<file path="src/rtl/mem_bus_pkg.sv">
// mem_bus_pkg: shared types for the memory bus unit.
// Holds access-size codes, error codes, the controller state encoding and
// the alignment rule used by the controller.
package mem_bus_pkg;

  typedef enum logic [1:0] {
    SZ_BYTE = 2'd0,
    SZ_HALF = 2'd1,
    SZ_WORD = 2'd2,
    SZ_RSVD = 2'd3
  } size_e;

  typedef enum logic [1:0] {
    ERR_NONE    = 2'd0,
    ERR_ALIGN   = 2'd1,
    ERR_TIMEOUT = 2'd2
  } err_e;

  typedef enum logic [1:0] {
    IDLE,
    CHECK,
    ACCESS,
    FINISH
  } state_e;

  // Reserved size is treated as a misalignment so it never reaches memory.
  function automatic logic misaligned(input size_e sz, input logic [1:0] lo);
    case (sz)
      SZ_BYTE: return 1'b0;
      SZ_HALF: return lo[0];
      SZ_WORD: return lo != 2'b00;
      default: return 1'b1;
    endcase
  endfunction

endpackage

</file>
<file path="src/rtl/mem_bus_unit_if.sv">
// mem_bus_unit_if: external memory port (MFA/MFC handshake).
//   master : the bus unit (drives MFA, READ_WRITE, MEMADD, MEMBE, MEMDAT_OUT)
//   slave  : the memory   (drives MEMDAT_IN, MFC)
interface mem_bus_unit_if #(
  parameter int unsigned ADDR_W = 8,
  parameter int unsigned DATA_W = 32
);
  logic                  MFA;
  logic                  READ_WRITE;
  logic [ADDR_W-1:0]     MEMADD;
  logic [DATA_W/8-1:0]   MEMBE;
  logic [DATA_W-1:0]     MEMDAT_OUT;
  logic [DATA_W-1:0]     MEMDAT_IN;
  logic                  MFC;

  modport master (
    output MFA, READ_WRITE, MEMADD, MEMBE, MEMDAT_OUT,
    input  MEMDAT_IN, MFC
  );

  modport slave (
    input  MFA, READ_WRITE, MEMADD, MEMBE, MEMDAT_OUT,
    output MEMDAT_IN, MFC
  );
endinterface

</file>
<file path="src/rtl/mem_lane_steer.sv">
// mem_lane_steer: combinational byte-lane steering.
//   size/sext/lane : latched access attributes (lane = byte offset in bus word)
//   wdata          : right-justified store data
//   mem_rdata      : raw bus word from memory
//   be             : byte enables for the access
//   wdata_rep      : store data replicated across all lanes
//   rdata_ext      : selected load bytes, right-justified and extended
module mem_lane_steer
  import mem_bus_pkg::*;
#(
  parameter int unsigned DATA_W = 32,
  parameter int unsigned LANE_W = $clog2(DATA_W / 8)
) (
  input  size_e               size,
  input  logic                sext,
  input  logic [LANE_W-1:0]   lane,
  input  logic [31:0]         wdata,
  input  logic [DATA_W-1:0]   mem_rdata,
  output logic [DATA_W/8-1:0] be,
  output logic [DATA_W-1:0]   wdata_rep,
  output logic [31:0]         rdata_ext
);

  localparam int unsigned LANES = DATA_W / 8;

  logic [31:0] shifted;

  always_comb begin
    be        = '0;
    wdata_rep = '0;
    case (size)
      SZ_BYTE: be = LANES'(4'h1) << lane;
      SZ_HALF: be = LANES'(4'h3) << lane;
      SZ_WORD: be = LANES'(4'hF) << lane;
      default: be = '0;
    endcase
    // Lane i carries byte (i mod access-bytes) of the store data.
    for (int unsigned i = 0; i < LANES; i++) begin
      case (size)
        SZ_BYTE: wdata_rep[8*i +: 8] = wdata[7:0];
        SZ_HALF: wdata_rep[8*i +: 8] = wdata[8*(i%2) +: 8];
        SZ_WORD: wdata_rep[8*i +: 8] = wdata[8*(i%4) +: 8];
        default: wdata_rep[8*i +: 8] = '0;
      endcase
    end
  end

  always_comb begin
    shifted = 32'(mem_rdata >> {lane, 3'b000});
    case (size)
      SZ_BYTE: rdata_ext = {{24{sext & shifted[7]}}, shifted[7:0]};
      SZ_HALF: rdata_ext = {{16{sext & shifted[15]}}, shifted[15:0]};
      default: rdata_ext = shifted;
    endcase
  end

endmodule

</file>
<file path="src/rtl/mem_bus_unit.sv">
// mem_bus_unit: single outstanding load/store engine toward external memory.
//   Clk, Reset         : clock, async active-high reset
//   req/wr/size/sext   : request and attributes, sampled in IDLE only
//   addr/wdata         : byte address and right-justified store data
//   busy/done/err      : status; done and err are one-cycle pulses
//   rdata              : extended load result, held until the next load
//   mem                : MFA/MFC memory port (master side)
module mem_bus_unit
  import mem_bus_pkg::*;
#(
  parameter int unsigned DATA_W  = 32,
  parameter int unsigned ADDR_W  = 8,
  parameter int unsigned TIMEOUT = 15
) (
  input  logic              Clk,
  input  logic              Reset,
  input  logic              req,
  input  logic              wr,
  input  logic [1:0]        size,
  input  logic              sext,
  input  logic [ADDR_W-1:0] addr,
  input  logic [31:0]       wdata,
  output logic              busy,
  output logic              done,
  output logic [1:0]        err,
  output logic [31:0]       rdata,
  mem_bus_unit_if.master    mem
);

  localparam int unsigned LANE_W = $clog2(DATA_W / 8);
  localparam int unsigned CNT_W  = $clog2(TIMEOUT + 1);

  state_e              state, state_nx;
  logic                wr_q, sext_q;
  size_e               size_q;
  logic [ADDR_W-1:0]   mar;
  logic [31:0]         mbr;
  logic [CNT_W-1:0]    cnt;
  err_e                err_q;
  logic [31:0]         rdata_q;
  logic                rw_q;
  logic [ADDR_W-1:0]   memadd_q;
  logic [DATA_W/8-1:0] membe_q;
  logic [DATA_W-1:0]   memdat_q;
  logic                bad_align, timeout_hit;
  logic [DATA_W/8-1:0] be;
  logic [DATA_W-1:0]   wdata_rep;
  logic [31:0]         rdata_ext;

  mem_lane_steer #(.DATA_W(DATA_W)) u_steer (
    .size      (size_q),
    .sext      (sext_q),
    .lane      (mar[LANE_W-1:0]),
    .wdata     (mbr),
    .mem_rdata (mem.MEMDAT_IN),
    .be        (be),
    .wdata_rep (wdata_rep),
    .rdata_ext (rdata_ext)
  );

  assign bad_align   = misaligned(size_q, mar[1:0]);
  // Last waiting cycle: the counter would reach TIMEOUT on this edge.
  assign timeout_hit = !mem.MFC && (cnt == CNT_W'(TIMEOUT - 1));

  always_ff @(posedge Clk or posedge Reset) begin
    if (Reset) state <= IDLE;
    else       state <= state_nx;
  end

  always_comb begin
    state_nx = state;
    case (state)
      IDLE:    if (req) state_nx = CHECK;
      CHECK:   state_nx = bad_align ? IDLE : ACCESS;
      ACCESS:  if (mem.MFC) state_nx = FINISH;
               else if (timeout_hit) state_nx = IDLE;
      FINISH:  state_nx = IDLE;
      default: state_nx = IDLE;
    endcase
  end

  always_comb begin
    busy    = (state != IDLE);
    done    = (state == FINISH);
    mem.MFA = (state == ACCESS);
  end

  always_ff @(posedge Clk or posedge Reset) begin
    if (Reset) begin
      wr_q     <= 1'b0;
      sext_q   <= 1'b0;
      size_q   <= SZ_BYTE;
      mar      <= '0;
      mbr      <= '0;
      cnt      <= '0;
      err_q    <= ERR_NONE;
      rdata_q  <= '0;
      rw_q     <= 1'b1;
      memadd_q <= '0;
      membe_q  <= '0;
      memdat_q <= '0;
    end else begin
      err_q <= ERR_NONE;
      case (state)
        IDLE: if (req) begin
          wr_q   <= wr;
          sext_q <= sext;
          size_q <= size_e'(size);
          mar    <= addr;
          mbr    <= wdata;
        end
        CHECK: if (bad_align) begin
          err_q <= ERR_ALIGN;
        end else begin
          memadd_q <= {mar[ADDR_W-1:LANE_W], LANE_W'(0)};
          membe_q  <= be;
          memdat_q <= wdata_rep;
          rw_q     <= ~wr_q;
          cnt      <= '0;
        end
        ACCESS: if (mem.MFC) begin
          if (!wr_q) rdata_q <= rdata_ext;
        end else begin
          cnt <= cnt + CNT_W'(1);
          if (timeout_hit) err_q <= ERR_TIMEOUT;
        end
        default: ;
      endcase
    end
  end

  assign err            = err_q;
  assign rdata          = rdata_q;
  assign mem.READ_WRITE = rw_q;
  assign mem.MEMADD     = memadd_q;
  assign mem.MEMBE      = membe_q;
  assign mem.MEMDAT_OUT = memdat_q;

endmodule

</file>
<file path="src/flat_wrapper.sv">
// flat-port wrapper written by rule: the top's interface ports become plain ports
module mem_bus_unit_flat import mem_bus_pkg::*;
#(
  parameter int unsigned DATA_W  = 32,
  parameter int unsigned ADDR_W  = 8,
  parameter int unsigned TIMEOUT = 15
)
  (Clk, Reset, req, wr, size, sext, addr, wdata, busy, done, err, rdata, mem_MFA, mem_READ_WRITE, mem_MEMADD, mem_MEMBE, mem_MEMDAT_OUT, mem_MEMDAT_IN, mem_MFC);
  mem_bus_unit_if #(.ADDR_W(ADDR_W), .DATA_W(DATA_W)) mem_i ();
  input  logic Clk;
  input  logic Reset;
  input  logic req;
  input  logic wr;
  input  logic [1:0] size;
  input  logic sext;
  input  logic [ADDR_W-1:0] addr;
  input  logic [31:0] wdata;
  output logic busy;
  output logic done;
  output logic [1:0] err;
  output logic [31:0] rdata;
  output wire logic [$bits(mem_i.MFA)-1:0] mem_MFA;
  output wire logic [$bits(mem_i.READ_WRITE)-1:0] mem_READ_WRITE;
  output wire logic [$bits(mem_i.MEMADD)-1:0] mem_MEMADD;
  output wire logic [$bits(mem_i.MEMBE)-1:0] mem_MEMBE;
  output wire logic [$bits(mem_i.MEMDAT_OUT)-1:0] mem_MEMDAT_OUT;
  input wire logic [$bits(mem_i.MEMDAT_IN)-1:0] mem_MEMDAT_IN;
  input wire logic [$bits(mem_i.MFC)-1:0] mem_MFC;
  assign mem_MFA = mem_i.MFA;
  assign mem_READ_WRITE = mem_i.READ_WRITE;
  assign mem_MEMADD = mem_i.MEMADD;
  assign mem_MEMBE = mem_i.MEMBE;
  assign mem_MEMDAT_OUT = mem_i.MEMDAT_OUT;
  assign mem_i.MEMDAT_IN = mem_MEMDAT_IN;
  assign mem_i.MFC = mem_MFC;
  mem_bus_unit #(.DATA_W(DATA_W), .ADDR_W(ADDR_W), .TIMEOUT(TIMEOUT)) u_core (.Clk(Clk), .Reset(Reset), .req(req), .wr(wr), .size(size), .sext(sext), .addr(addr), .wdata(wdata), .busy(busy), .done(done), .err(err), .rdata(rdata), .mem(mem_i));
endmodule
</file>
<file path="config.mk">
export PLATFORM = sky130hd
export DESIGN_NAME = mem_bus_unit_flat
export DESIGN_NICKNAME = d
export VERILOG_FILES = /design/src/rtl/mem_bus_pkg.sv /design/src/rtl/mem_bus_unit_if.sv /design/src/rtl/mem_lane_steer.sv /design/src/rtl/mem_bus_unit.sv /design/src/flat_wrapper.sv
export SDC_FILE = /design/constraint.sdc
export NUM_CORES = 1
export LEC_CHECK = 0
export BUFFER_PORTS_ARGS = -buffer_cell sky130_fd_sc_hd__buf_2
export CAP_MARGIN = 20
export CORE_MARGIN = 3
export CORE_UTILIZATION = 50
export CTS_BUF_LIST = sky130_fd_sc_hd__clkbuf_8
export DETAILED_ROUTE_END_ITERATION = 6
export HOLD_SLACK_MARGIN = 0.15
export PLACE_DENSITY_LB_ADDON = 0.3
export SLEW_MARGIN = 0
export SYNTH_ARGS = -nofsm -noshare
export SYNTH_HDL_FRONTEND = slang
export SYNTH_SLANG_ARGS = --single-unit
</file>
<file path="constraint.sdc">
create_clock -name Clk -period 4.37 [get_ports Clk]
set_input_delay 0.437 -clock Clk [delete_from_list [all_inputs] [get_ports Clk]]
set_output_delay 0.437 -clock Clk [all_outputs]
set_load 0.02 [all_outputs]
</file>
==> flow_summary.yaml <==
run_status:
  status: "completed"
die:
  core-area_mm2: 0.0110
  die_width_um: 113
  design.die.area_mm2: 0.0128
  initial_utilization_pct: 52.1
  dieHeight_um: 113
  ioPinCount: 162
  num_rows: 38
clock_network:
  clockBufferDepth: 2
  postCtsHoldBufs: 0
  postCtsSetupRepairBufs: 0
  htree_levels: 4
  ctsResizeCount: 0
  cts_tree: "yes"
  cts_sinks: 127
  cts-root-buf: "clkbuf_8"
  path_clk_slew_ns: 0.08
  clk_latency_ns: 0.45
  numCtsBuffers: 17
logic_synthesis:
  yosysSeqAreaShare_pct: 55.3
  synth_edf_count: 0
  yosys-top-cells-area: "dfrtp_1 (55%), mux2_2 (13%), o21ai_0 (3.1%)"
  ys_types: 42
  yosysMostFrequentCell: "dfrtp_1"
  synth_flop_cell: "dfrtp_1"
  synthTopCellsByCount: "dfrtp_1 (126), mux2_2 (67), nand2_1 (45), o21ai_0 (36), nor2_1 (27)"
  synth_top_area_share_pct: 54.9
  postSynthAreaPerCell_um2: 11.8
  ys_warn_count: 0
  synthesis.area_mm2: 0.00574
  synth_largest_area_cell: "dfrtp_1"
  synth_async_sr_flop_share_pct: 100
  ys_seq_elements: 127
  synthCells: 485
worst_setup_path:
  cp_data_arrival_time_ns: 3.22
  cp_max_fo: 70
  critPathCaptureType: "flip-flop"
  cpMaxStageDelayCell: "ha_1"
  path_cells: "inv_1 -> ha_1 -> a21oi_1 -> o211ai_4 -> buf_4 -> mux2_2"
  path_class: "flip-flop to flip-flop"
  critPathTopFamily: "buffers and inverters"
  path_buf_inv: 2
  critPathLaunchType: "flip-flop"
  cp_data_required_time_ns: 4.69
  slowest_delay_ns: 0.66
pwr:
  pwr-share-clk_pct: 16.3
  finalPower_uw: 5560
  peakVddDrop_uv: 481
  power_leakage_uw: 0.00345
  p_comb_share_pct: 45.9
  seqPwrFrac_pct: 37.8
  power.internal_uw: 3230
  pwr_density_cell_mw_per_mm2: 791
  p_sw_uw: 2330
  swShare_pct: 41.9
drt:
  wl_mm: 14.3
  first_iter_violations: 522
  avgRoutedWirePerCell_um: 18.1
  vias: 4447
  drtAntennaViolNets: 0
  first_pass_iters: 7
  drc: 0
  viasPerCell: 5.63
global_route:
  grt_max_degree: 87
  grt.total_usage_pct: 23.0
  grt_pass1_vias: 4442
  grt_pass1_wl_mm: 22.9
  grt-ovfl-total: 0
  antenna_found_initial: 2
finish:
  fillers: 877
  synthToLayoutAreaGrowth_pct: 22.2
  fin_cells: 790
  diodes: 0
  final_area_mm2: 0.00702
  fin_nets: 732
  drive_gt1_share_pct: 41.5
hold_path:
  hold_path.class: "input pin to flip-flop"
sta:
  max_freq_mhz: 345
  worstMarginPinSlew_ns: 0.775
  fin_hold_ws_ns: 0.218
  setup_viol: 0
  max-slew-margin-rel_pct: 48.3
  finClkSkew_ns: 0.0171
  finalCriticalPeriod_ns: 2.90
  setup_tns_ns: 0
  hold_viol: 0
  timing.final.crit_share_pct: 66.3
  maxSlewViolCount: 0
  rsz0062_at_grt: "no"
placement:
  dp_hpwl_mm: 10.1
  numPortBuffers: 159
  routabilityCongestion: 0.886
  place_area_mm2: 0.00662
  place_inst: 757
run:
  drv_cap: 0
==> cells in the final DEF, fill, tap and decap left out, drive strengths merged, types with 2 or more instances in the layout <==
| cell | n |
|---|---|
| o31ai | 12 |
| o211ai | 2 |
| clkinvlp | 3 |
| and2 | 8 |
| nand3 | 2 |
| a21oi | 20 |
| mux2i | 16 |
| nor2 | 27 |
| o21ai | 37 |
| a222oi | 8 |
| nand2b | 5 |
| nor2b | 2 |
| clkinv | 4 |
| dfrtp | 126 |
| ha | 13 |
| conb | 2 |
| buf | 167 |
| inv | 15 |
| nand2 | 45 |
| clkbuf | 18 |
| a221o | 16 |
| a22oi | 16 |
| mux2 | 67 |
| nor3 | 3 |
==> power groups by stage <==
stage / combinational (uW) / sequential, uW / clock, uW
6_report: 2550 / 2100 / 905
5_1_grt: 2800 / 2160 / 980
4_1_cts: 2560 / 2090 / 928
3_5_place_dp: 2550 / 2110 / 0
3_3_place_gp: 2460 / 2080 / 0
2_1_floorplan: 1500 / 2380 / 0
==> final cells by class <==
class	count	area [um2]	share of cell area, %
clock buffers	18	248	3.53
clock inverters	12	100	1.43
inverters	11	43.8	0.624
multi-input cells	314	2380	33.8
flip-flops and latches	127	3180	45.3
well taps	140	175	2.50
repair buffers	168	898	12.8
==> worst reg2reg max path, stage by stage (launching register included) <==
cell and delay [ns]:
dfrtp_1 0.42, inv_1 0.13, ha_1 0.66, a21oi_1 0.28
o211ai_4 0.27, buf_4 0.58, mux2_2 0.44
==> cells by family after synthesis <==
logic type               count (synthesis)  share of synthesized area (%)
AO/OA/AOI/OAI                          117                           14.0
AND/OR/NAND/NOR                         98                           7.84
buffers and inverters                   45                           3.55
multiplexers                            84                           16.3
other                                    1                         0.0653
flip-flops                             127                           55.3
adder cells (fa/ha/maj)                 13                           2.83
==> metal layers <==
layer	wire length [um]	up-vias	global-route usage, %
met5	0	-	0
li1	-	2054	-
met2	6970	181	35.5
met3	1150	22	6.95
met1	5960	2190	30.7
met4	261	0	9.13
==> state kept, by name, indices dropped and copies added, names as in the netlist, 2 cells and up <==
signal	count
u_core.mem.MEMADD	6
u_core.mar	8
u_core.mem.MEMDAT_OUT	32
u_core.mbr	32
u_core.size_q	2
u_core.cnt	4
u_core.state	2
u_core.mem.MEMBE	4
u_core.err	2
u_core.rdata	32
==> path summary, 6_finish.rpt <==
path / from / to / slack [ns] / cells past startpoint
min in group asynchronous: Reset / u_core.mem.MEMBE[3] / 0.55 / 3
min reg2reg: u_core.rdata[7] / u_core.rdata[7] / 0.47 / 2
min: wdata[0] / u_core.mbr[0] / 0.22 / 2
max in group asynchronous: Reset / u_core.mbr[30] / 2.88 / 5
max reg2reg: u_core.size_q[0] / u_core.mem.MEMADD[2] / 1.47 / 6
max: u_core.size_q[0] / u_core.mem.MEMADD[2] / 1.47 / 6
==> stage by stage <==
stage,setup WS [ns],utilization (%)
3_5_place_dp,1.47,60.0
3_3_place_gp,1.61,60.0
2_1_floorplan,0.550,-
4_1_cts,1.44,63.1
6_report,1.47,63.6
5_1_grt,1.26,63.6
No activity file was read; power rests on OpenSTA's default activity.
